## src/rtl/int_pkg.sv

```systemverilog
// Shared definitions for the UART <-> ALU interface blocks (int_rx / int_tx).
// FSM state encodings, frame length and the default byte width live here so
// both sides of the link agree on them.
package int_pkg;

  // Default byte width of FIFO words, operands and opcode.
  localparam int DBIT_DEFAULT = 8;

  // Bytes per frame: operand A, operand B, opcode.
  localparam int FRAME_LEN = 3;

  // Receive FSM encoding.
  localparam logic [1:0] GET_A  = 2'd0;
  localparam logic [1:0] GET_B  = 2'd1;
  localparam logic [1:0] GET_OP = 2'd2;
  localparam logic [1:0] EXEC   = 2'd3;

endpackage

```

## src/rtl/int_rx_timer.sv

```systemverilog
// Idle counter for int_rx. Counts cycles spent waiting inside a partial
// frame and flags expiry on the last allowed idle cycle. Only instantiated
// when INT_RX_TIMEOUT_EN is defined.
module int_rx_timer #(
  parameter int TIMEOUT_CYCLES = 1_000_000
) (
  input  logic CLK,
  input  logic RESET,
  input  logic clear_i,
  input  logic inc_i,
  output logic expire_o
);

  // Width guarded so a degenerate TIMEOUT_CYCLES of 1 still gives a legal vector.
  localparam int CW = (TIMEOUT_CYCLES > 1) ? $clog2(TIMEOUT_CYCLES) : 1;
  localparam logic [CW-1:0] LAST = CW'(TIMEOUT_CYCLES - 1);

  logic [CW-1:0] cnt_q, cnt_d;

  // Expiry is seen in the idle cycle that would reach the limit.
  assign expire_o = inc_i && (cnt_q == LAST);

  // Next count: clear on pop / outside a partial frame / on expiry, else count idle cycles.
  always_comb begin
    cnt_d = cnt_q;
    if (clear_i || expire_o) begin
      cnt_d = '0;
    end else if (inc_i) begin
      cnt_d = cnt_q + CW'(1);
    end
  end

  // Count register.
  always_ff @(posedge CLK or posedge RESET) begin
    if (RESET) begin
      cnt_q <= '0;
    end else begin
      cnt_q <= cnt_d;
    end
  end

endmodule

```

## src/rtl/int_rx.sv

```systemverilog
// int_rx: pops a three-byte frame (A, B, opcode) from the first-word-fall-
// through RX FIFO, holds the bytes on registered ALU inputs, and pulses
// `enviar` one cycle after the opcode lands so the TX side captures the
// settled ALU result.
// Optional feature: define INT_RX_TIMEOUT_EN to abort a partial frame after
// TIMEOUT_CYCLES idle cycles (pulsing `timeout`); otherwise it waits forever.
//
// state  | meaning
// GET_A  | waiting for / popping operand A
// GET_B  | waiting for / popping operand B
// GET_OP | waiting for / popping opcode
// EXEC   | ALU inputs complete, pulse enviar, no pop
module int_rx
  import int_pkg::*;
#(
  parameter int DBIT           = DBIT_DEFAULT,
  parameter int TIMEOUT_CYCLES = 1_000_000
) (
  input  logic            CLK,
  input  logic            RESET,
  input  logic            fifo_empty,
  input  logic [DBIT-1:0] data_fifo,
  output logic            RD_FIFO,
  output logic [DBIT-1:0] DATO_A,
  output logic [DBIT-1:0] DATO_B,
  output logic [DBIT-1:0] OPCODE,
  output logic            enviar,
  output logic            timeout
);

  logic [1:0]      state_q, state_d;
  logic [DBIT-1:0] a_q, a_d, b_q, b_d, op_q, op_d;
  logic            expire;

  // FSM next state and the combinational pop / send strobes.
  always_comb begin
    state_d = state_q;
    RD_FIFO = 1'b0;
    enviar  = 1'b0;
    case (state_q)
      GET_A: begin
        if (!fifo_empty) begin
          RD_FIFO = 1'b1;
          state_d = GET_B;
        end
      end
      GET_B: begin
        if (!fifo_empty) begin
          RD_FIFO = 1'b1;
          state_d = GET_OP;
        end else if (expire) begin
          state_d = GET_A;
        end
      end
      GET_OP: begin
        if (!fifo_empty) begin
          RD_FIFO = 1'b1;
          state_d = EXEC;
        end else if (expire) begin
          state_d = GET_A;
        end
      end
      EXEC: begin
        enviar  = 1'b1;
        state_d = GET_A;
      end
      default: state_d = GET_A;
    endcase
  end

  // Each operand register loads only on its own pop; otherwise it holds.
  always_comb begin
    a_d  = a_q;
    b_d  = b_q;
    op_d = op_q;
    if (RD_FIFO) begin
      case (state_q)
        GET_A:   a_d  = data_fifo;
        GET_B:   b_d  = data_fifo;
        GET_OP:  op_d = data_fifo;
        default: ;
      endcase
    end
  end

  // State and operand registers.
  always_ff @(posedge CLK or posedge RESET) begin
    if (RESET) begin
      state_q <= GET_A;
      a_q     <= '0;
      b_q     <= '0;
      op_q    <= '0;
    end else begin
      state_q <= state_d;
      a_q     <= a_d;
      b_q     <= b_d;
      op_q    <= op_d;
    end
  end

  assign DATO_A = a_q;
  assign DATO_B = b_q;
  assign OPCODE = op_q;

`ifdef INT_RX_TIMEOUT_EN
  // Idle cycles only count while stuck mid-frame on an empty FIFO.
  int_rx_timer #(
    .TIMEOUT_CYCLES(TIMEOUT_CYCLES)
  ) u_timer (
    .CLK      (CLK),
    .RESET    (RESET),
    .clear_i  (RD_FIFO || (state_q == GET_A) || (state_q == EXEC)),
    .inc_i    (((state_q == GET_B) || (state_q == GET_OP)) && fifo_empty),
    .expire_o (expire)
  );
  assign timeout = expire;
`else
  logic unused_cfg;
  assign unused_cfg = ^TIMEOUT_CYCLES;
  assign expire     = 1'b0;
  assign timeout    = 1'b0;
`endif

endmodule

```

## config.mk

```make
export PLATFORM = sky130hd
export DESIGN_NAME = int_rx
export DESIGN_NICKNAME = d
export VERILOG_FILES = /design/src/rtl/int_pkg.sv /design/src/rtl/int_rx_timer.sv /design/src/rtl/int_rx.sv
export SDC_FILE = /design/constraint.sdc
export NUM_CORES = 1
export LEC_CHECK = 0
export ABC_AREA = 1
export ABC_CLOCK_PERIOD_IN_PS = 1500
export BUFFER_PORTS_ARGS = -buffer_cell sky130_fd_sc_hd__buf_2
export CAP_MARGIN = 20
export CORE_MARGIN = 4
export CORE_UTILIZATION = 43
export DETAILED_ROUTE_END_ITERATION = 12
export GPL_TIMING_DRIVEN = 0
export PLACE_DENSITY = 0.7
export SLEW_MARGIN = 20
export SYNTH_ARGS = -nofsm -noshare
export SYNTH_HDL_FRONTEND = slang
export SYNTH_HIERARCHICAL = 1
export SYNTH_SLANG_ARGS = --single-unit
```

## constraint.sdc

```tcl
create_clock -name CLK -period 1.5 [get_ports CLK]
set_input_delay 0.3 -clock CLK [delete_from_list [all_inputs] [get_ports CLK]]
set_output_delay 0.3 -clock CLK [all_outputs]
set_load 0.01 [all_outputs]
```

==> impl_metrics.ini, run 1 <==
[power]
powerDensity_mw_per_mm2 = 1990
ir_drop_v = 0.000964
p_total_uw = 2960
power_leakage_uw = 0.000884

[finish]
multiInputGateArea_um2 = 453
seqCellArea_um2 = 651
syn2layout_area_growth_pct = 30.5
fin_cells = 207
drive_above_1_share_pct = 31.1
final_common_cell = nand2_1
layout_common_cells = 56 x nand2_1, 35 x buf_2, 26 x dfrtp_1, 26 x nand3_1, 7 x inv_1
diodes = 0
nets = 195
fillerInstances = 224

[logic_synthesis]
yosys-top-cells-area = dfrtp_1 57%, nand2_1 19%, nand3_1 11%
syn-num-nets = 147
yosysTopAreaCellShare_pct = 57.1
netlist_instances = 131
synth_top_cell_by_area = dfrtp_1
synth.distinct_cells = 10
ys_seq_area_share_pct = 57.1
syn_area_mm2 = 0.00114
yosys_warnings = 6
avgSynthCellArea_um2 = 8.70
ys_ff_latch = 26

[clock_tree]
cts_sinks = 26
clk_latency_ns = 0.31
clockRootBuffer = clkbuf_4
clk_pin_slew_ns = 0.13
cts_tree = built
clockBufferDepth = 2
numCtsBuffers = 3
htree_levels = 1

[min_path]
hold_start = data_fifo[2]
hold_end = DATO_A[2]$_DFFE_PP0P_
worstHoldPathType = input port to register
hold_depth = 3

[grt]
gr-total-overflow = 0
grt_pass1_wl_um = 4540
grt_pass1_vias = 1041
antenna_found_initial = 0
grtUsageTotal_pct = 16.9
grt_max_degree = 27

[setup_path]
r2r_end = DATO_A[1]$_DFFE_PP0P_
path_max_fanout = 2
crit_arrival_ns = 1.23
cp-end-kind = primary output
ff2ff_path_depth = 7
worst-setup-path-type = register to primary output
required_ns = 1.20
r2r-start = state_q[1]$_DFFE_PP0P_
r2r_slack_ns = 0.10
cp-start-kind = register

[job]
drv_cap = 0

[floorplan]
row_count = 18
die-area_mm2 = 0.00354
core_area_mm2 = 0.00250
die_width_um = 59.5
pin_count = 38
start_util_pct = 45.6
dieHeight_um = 59.5

[sta]
tns_ns = -0.0347
worst_pin_slew_ns = 0.532
maxSlewHeadroom_pct = 64.3
finalSetupViolations = 1
hold_viol = 0
min_period_ns = 1.53
fin_worst_skew_ns = 0.00225
min_period_over_period_pct = 102
maxSlewViolCount = 0
rsz0062_at_grt = true
max_freq_mhz = 652
layout_setup_ws_ns = -0.0347

[routing]
ant_nets = 0
drt_first_pass_iters = 4
drt_iter0_drc = 39
post_drt_wl_per_cell_um = 13.0
vias = 1006
drc_errors = 0
avgViaCountPerCell = 4.86
drt-total-wl_um = 2680

[status]
violations = negative setup slack
status = finished, violations left

[place]
dp_cells = 197
numPortBuffers = 36
place_congestion = 0.840
place_hpwl_um = 1960
pre_cts_ws_ns = -0.00709
==> worst max-delay path: stages, from the launching register on <==
cell	delay [ns]
dfrtp_1	0.44
ha_4	0.18
nor2_4	0.09
buf_6	0.11
buf_6	0.09
==> cells in the mapped netlist, drive strengths merged <==
library cell / count
ha: 5
inv: 9
buf: 5
conb: 1
nand3: 26
dfrtp: 26
nand2: 58
nor2: 1
==> logic make-up (layout without fill, tap and decap cells) <==
group         after synthesis  count (layout)  synth area share, %
buf+inv                    14              60                 5.60
simple gates               85              85                 31.5
flops                      26              26                 57.1
other cells                 1               1                0.329
fa+ha+maj                   5               5                 5.49
==> metrics by stage <==
| stage | area, um2 | hold slack (ns) | util [%] |
|---|---|---|---|
| after floorplan | 1140 | 0.340 | - |
| after global placement | 1360 | 0.450 | 54.3 |
| after detailed placement | 1360 | 0.454 | 54.3 |
| after CTS | 1440 | 0.219 | 57.7 |
| after global routing | 1490 | 0.241 | 59.5 |
| final | 1490 | 0.246 | 59.5 |
==> routing by layer <==
metal,routed length [um],track usage (%)
met2,1330,28.1
met3,145,3.27
met1,1160,21.2
met5,0,0
met4,53,7.12
==> worst max path at each step <==
stage                           startpoint  endpoint  slack (ns)  depth (start not counted)
floorplan           state_q[0]$_DFFE_PP0P_   RD_FIFO        0.18                          3
global placement    state_q[1]$_DFFE_PP0P_   RD_FIFO       0.006                          4
detailed placement  state_q[1]$_DFFE_PP0P_   RD_FIFO      -0.007                          4
CTS                 state_q[1]$_DFFE_PP0P_   RD_FIFO       -0.06                          4
global route        state_q[1]$_DFFE_PP0P_   RD_FIFO       -0.11                          4
finish              state_q[1]$_DFFE_PP0P_   RD_FIFO       -0.03                          4
==> sequential cells by signal (all words and copies together) (netlist names) <==
| register | flops |
|---|---|
| state_q | 2 |
| DATO_A | 8 |
| OPCODE | 8 |
| DATO_B | 8 |
==> power breakdown <==
group	leakage (uW)	internal, uW	switching, uW
combinational	0.000545	608	863
sequential	0.000325	1030	175
clock	0.0000138	94.1	195
total	0.000884	1730	1230
==> cell type report <==
cell class,instances,area share [%]
repair buffers,43,16.7
flip-flops and latches,26,43.7
well taps,30,2.52
clock buffers,3,1.51
multi-input cells,91,30.4
inverters,9,2.27
plain buffers,5,2.78
==> repair_timing <==
item                                    4_1_cts  5_1_grt
pin swaps                                     2        2
hold buffers                                  0        1
endpoints found under the setup margin        1       18
setup buffers                                 5        0
hold endpoints to repair                      0       13
gates resized for setup                       5        6
Note: power is estimated with default switching activity, not from simulation.
==> run 2: changes to the inputs <==
- PLACE_DENSITY: 0.7 -> 0.77
==> run 2 against run 1 <==
Effect of this change:
- the flow still finishes with violations (negative setup slack)
- total power grew 5.4%
- core utilization fell by 0.50 points
- via count up 1.2%
- fmax down 2.3%
- critical path depth unchanged
- final cell count shrank 0.48%
- largest power group unchanged
- highest routed layer unchanged
==> impl_metrics.ini, run 2 (synthesized netlist as in run 1, its figures left out) <==
[grt]
gr-total-overflow = 0
grtUsageTotal_pct = 16.7
grt_pass1_vias = 1033
grt_max_degree = 27
grt_pass1_wl_um = 4470
antenna_found_initial = 0

[status]
status = finished, violations left
violations = negative setup slack

[finish]
syn2layout_area_growth_pct = 29.4
final_common_cell = nand2_1
fillerInstances = 225
drive_above_1_share_pct = 31.3
final_area_mm2 = 0.00148
multiInputGateArea_um2 = 438
nets = 193
diodes = 0
seqCellArea_um2 = 651
layout_common_cells = 56 x nand2_1, 36 x buf_2, 26 x dfrtp_1, 26 x nand3_1, 8 x inv_1
final_util_pct = 59.0

[place]
place_hpwl_um = 1970
place_congestion = 0.837
numPortBuffers = 36
place_area_mm2 = 0.00136
pre_cts_ws_ns = -0.00421

[routing]
vias = 1018
avgViaCountPerCell = 4.94
drt-total-wl_um = 2680
ant_nets = 0
drt_iter0_drc = 55
post_drt_wl_per_cell_um = 13.0
drc_errors = 0
drt_first_pass_iters = 5

[power]
seqPwrFrac_pct = 38.1
p_sw_uw = 1230
p_sw_share_pct = 39.6
p_clk_share_pct = 15.6
ir_drop_v = 0.00125
powerDensity_mw_per_mm2 = 2110
p_int_uw = 1890
power_frac_comb_pct = 46.3
power_leakage_uw = 0.000881

[setup_path]
critPathLaunch = state_q[1]$_DFFE_PP0P_
crit_top_cell = buf_6
crit_arrival_ns = 1.27
worst-setup-path-type = register to primary output
crit_slowest_cell = dfrtp_1
path_max_fanout = 3
path_cells = ha_2 > nor2_4 > buf_6 > buf_6
cpPeakStageDelay_ns = 0.43
cp-start-kind = register
r2r-start = state_q[0]$_DFFE_PP0P_
cp-end-kind = primary output
required_ns = 1.20

[floorplan]
die_width_um = 59.5
row_count = 18
pin_count = 38
dieHeight_um = 59.5
start_util_pct = 45.6
core_area_mm2 = 0.00250
die-area_mm2 = 0.00354

[sta]
worst_pin_slew_ns = 0.961
finalSetupViolations = 1
maxSlewViolCount = 0
layout_setup_ws_ns = -0.0706
rsz0062_at_grt = true
fin_worst_skew_ns = 0.00442
hold_viol = 0
hold_slack_ns = 0.163
max_freq_mhz = 637
maxSlewHeadroom_pct = 35.8
min_period_over_period_pct = 105
min_period_ns = 1.57

[job]
drv_cap = 0

[clock_tree]
clk_pin_slew_ns = 0.14
clk_latency_ns = 0.33
clockRootBuffer = clkbuf_4
clockBufferDepth = 2
hold_buffers = 0
numCtsBuffers = 3
cts_tree = built
cts_sinks = 26
htree_levels = 1

[min_path]
worstHoldPathType = input port to async pin
run 2: worst paths after layout:
kind                                           to  cells past startpoint  slack, ns
setup / recovery                          RD_FIFO                      4      -0.07
hold / removal              DATO_B[7]$_DFFE_PP0P_                      2       0.16
setup reg to reg           state_q[0]$_DFFE_PP0P_                      7       0.11
hold reg to reg             DATO_B[4]$_DFFE_PP0P_                      2       0.48
max in group asynchronous  state_q[0]$_DFFE_PP0P_                      2       0.76
min in group CLK            DATO_B[0]$_DFFE_PP0P_                      3       0.23
run 2: worst max-delay path, delay by kind of cell (launching register included):
family        cells  cell delay (ns)
fa+ha+maj         1             0.22
buf+inv           2             0.20
flops             1             0.43
simple gates      1             0.10
run 2: layer usage:
metal  up-vias  wire length (um)  global-route usage [%]
met1       477              1110                    20.8
met2        36              1310                    27.5
met4         0                41                    6.15
met3         8               214                    4.79
met5         -                 0                       0
li1        497                 -                       -
run 2: metrics by stage:
step	cells	power [uW]	setup TNS, ns
3_5_place_dp	197	2520	-0.00421
4_1_cts	205	3100	-0.0906
3_3_place_gp	197	2460	0
5_1_grt	206	3410	-0.108
6_report	206	3120	-0.0706
2_1_floorplan	131	2010	0
run 2: repair_timing:
item / CTS / global route
setup endpoints to repair: 2 / 19
pin swaps: 2 / 1
buffers inserted: 4 / 1
resized for setup: 3 / 5
run 2: area by class of cell:
type | instances | share of cell area [%]
Buffer | 5 | 2.63
Clock buffer | 3 | 1.53
Clock inverter | 1 | 2.04
Inverter | 9 | 2.29
Multi-Input combinational cell | 91 | 29.7
Sequential cell | 26 | 44.1
Tap cell | 30 | 2.54
Timing Repair Buffer | 41 | 15.2
run 2: power groups by stage:
stage | sequential (uW) | clock [uW] | combinational (uW)
after global placement | 1200 | 0 | 1260
after CTS | 1190 | 499 | 1410
final | 1190 | 486 | 1450
after detailed placement | 1220 | 0 | 1300
after global routing | 1230 | 509 | 1670
after floorplan | 1360 | 0 | 657
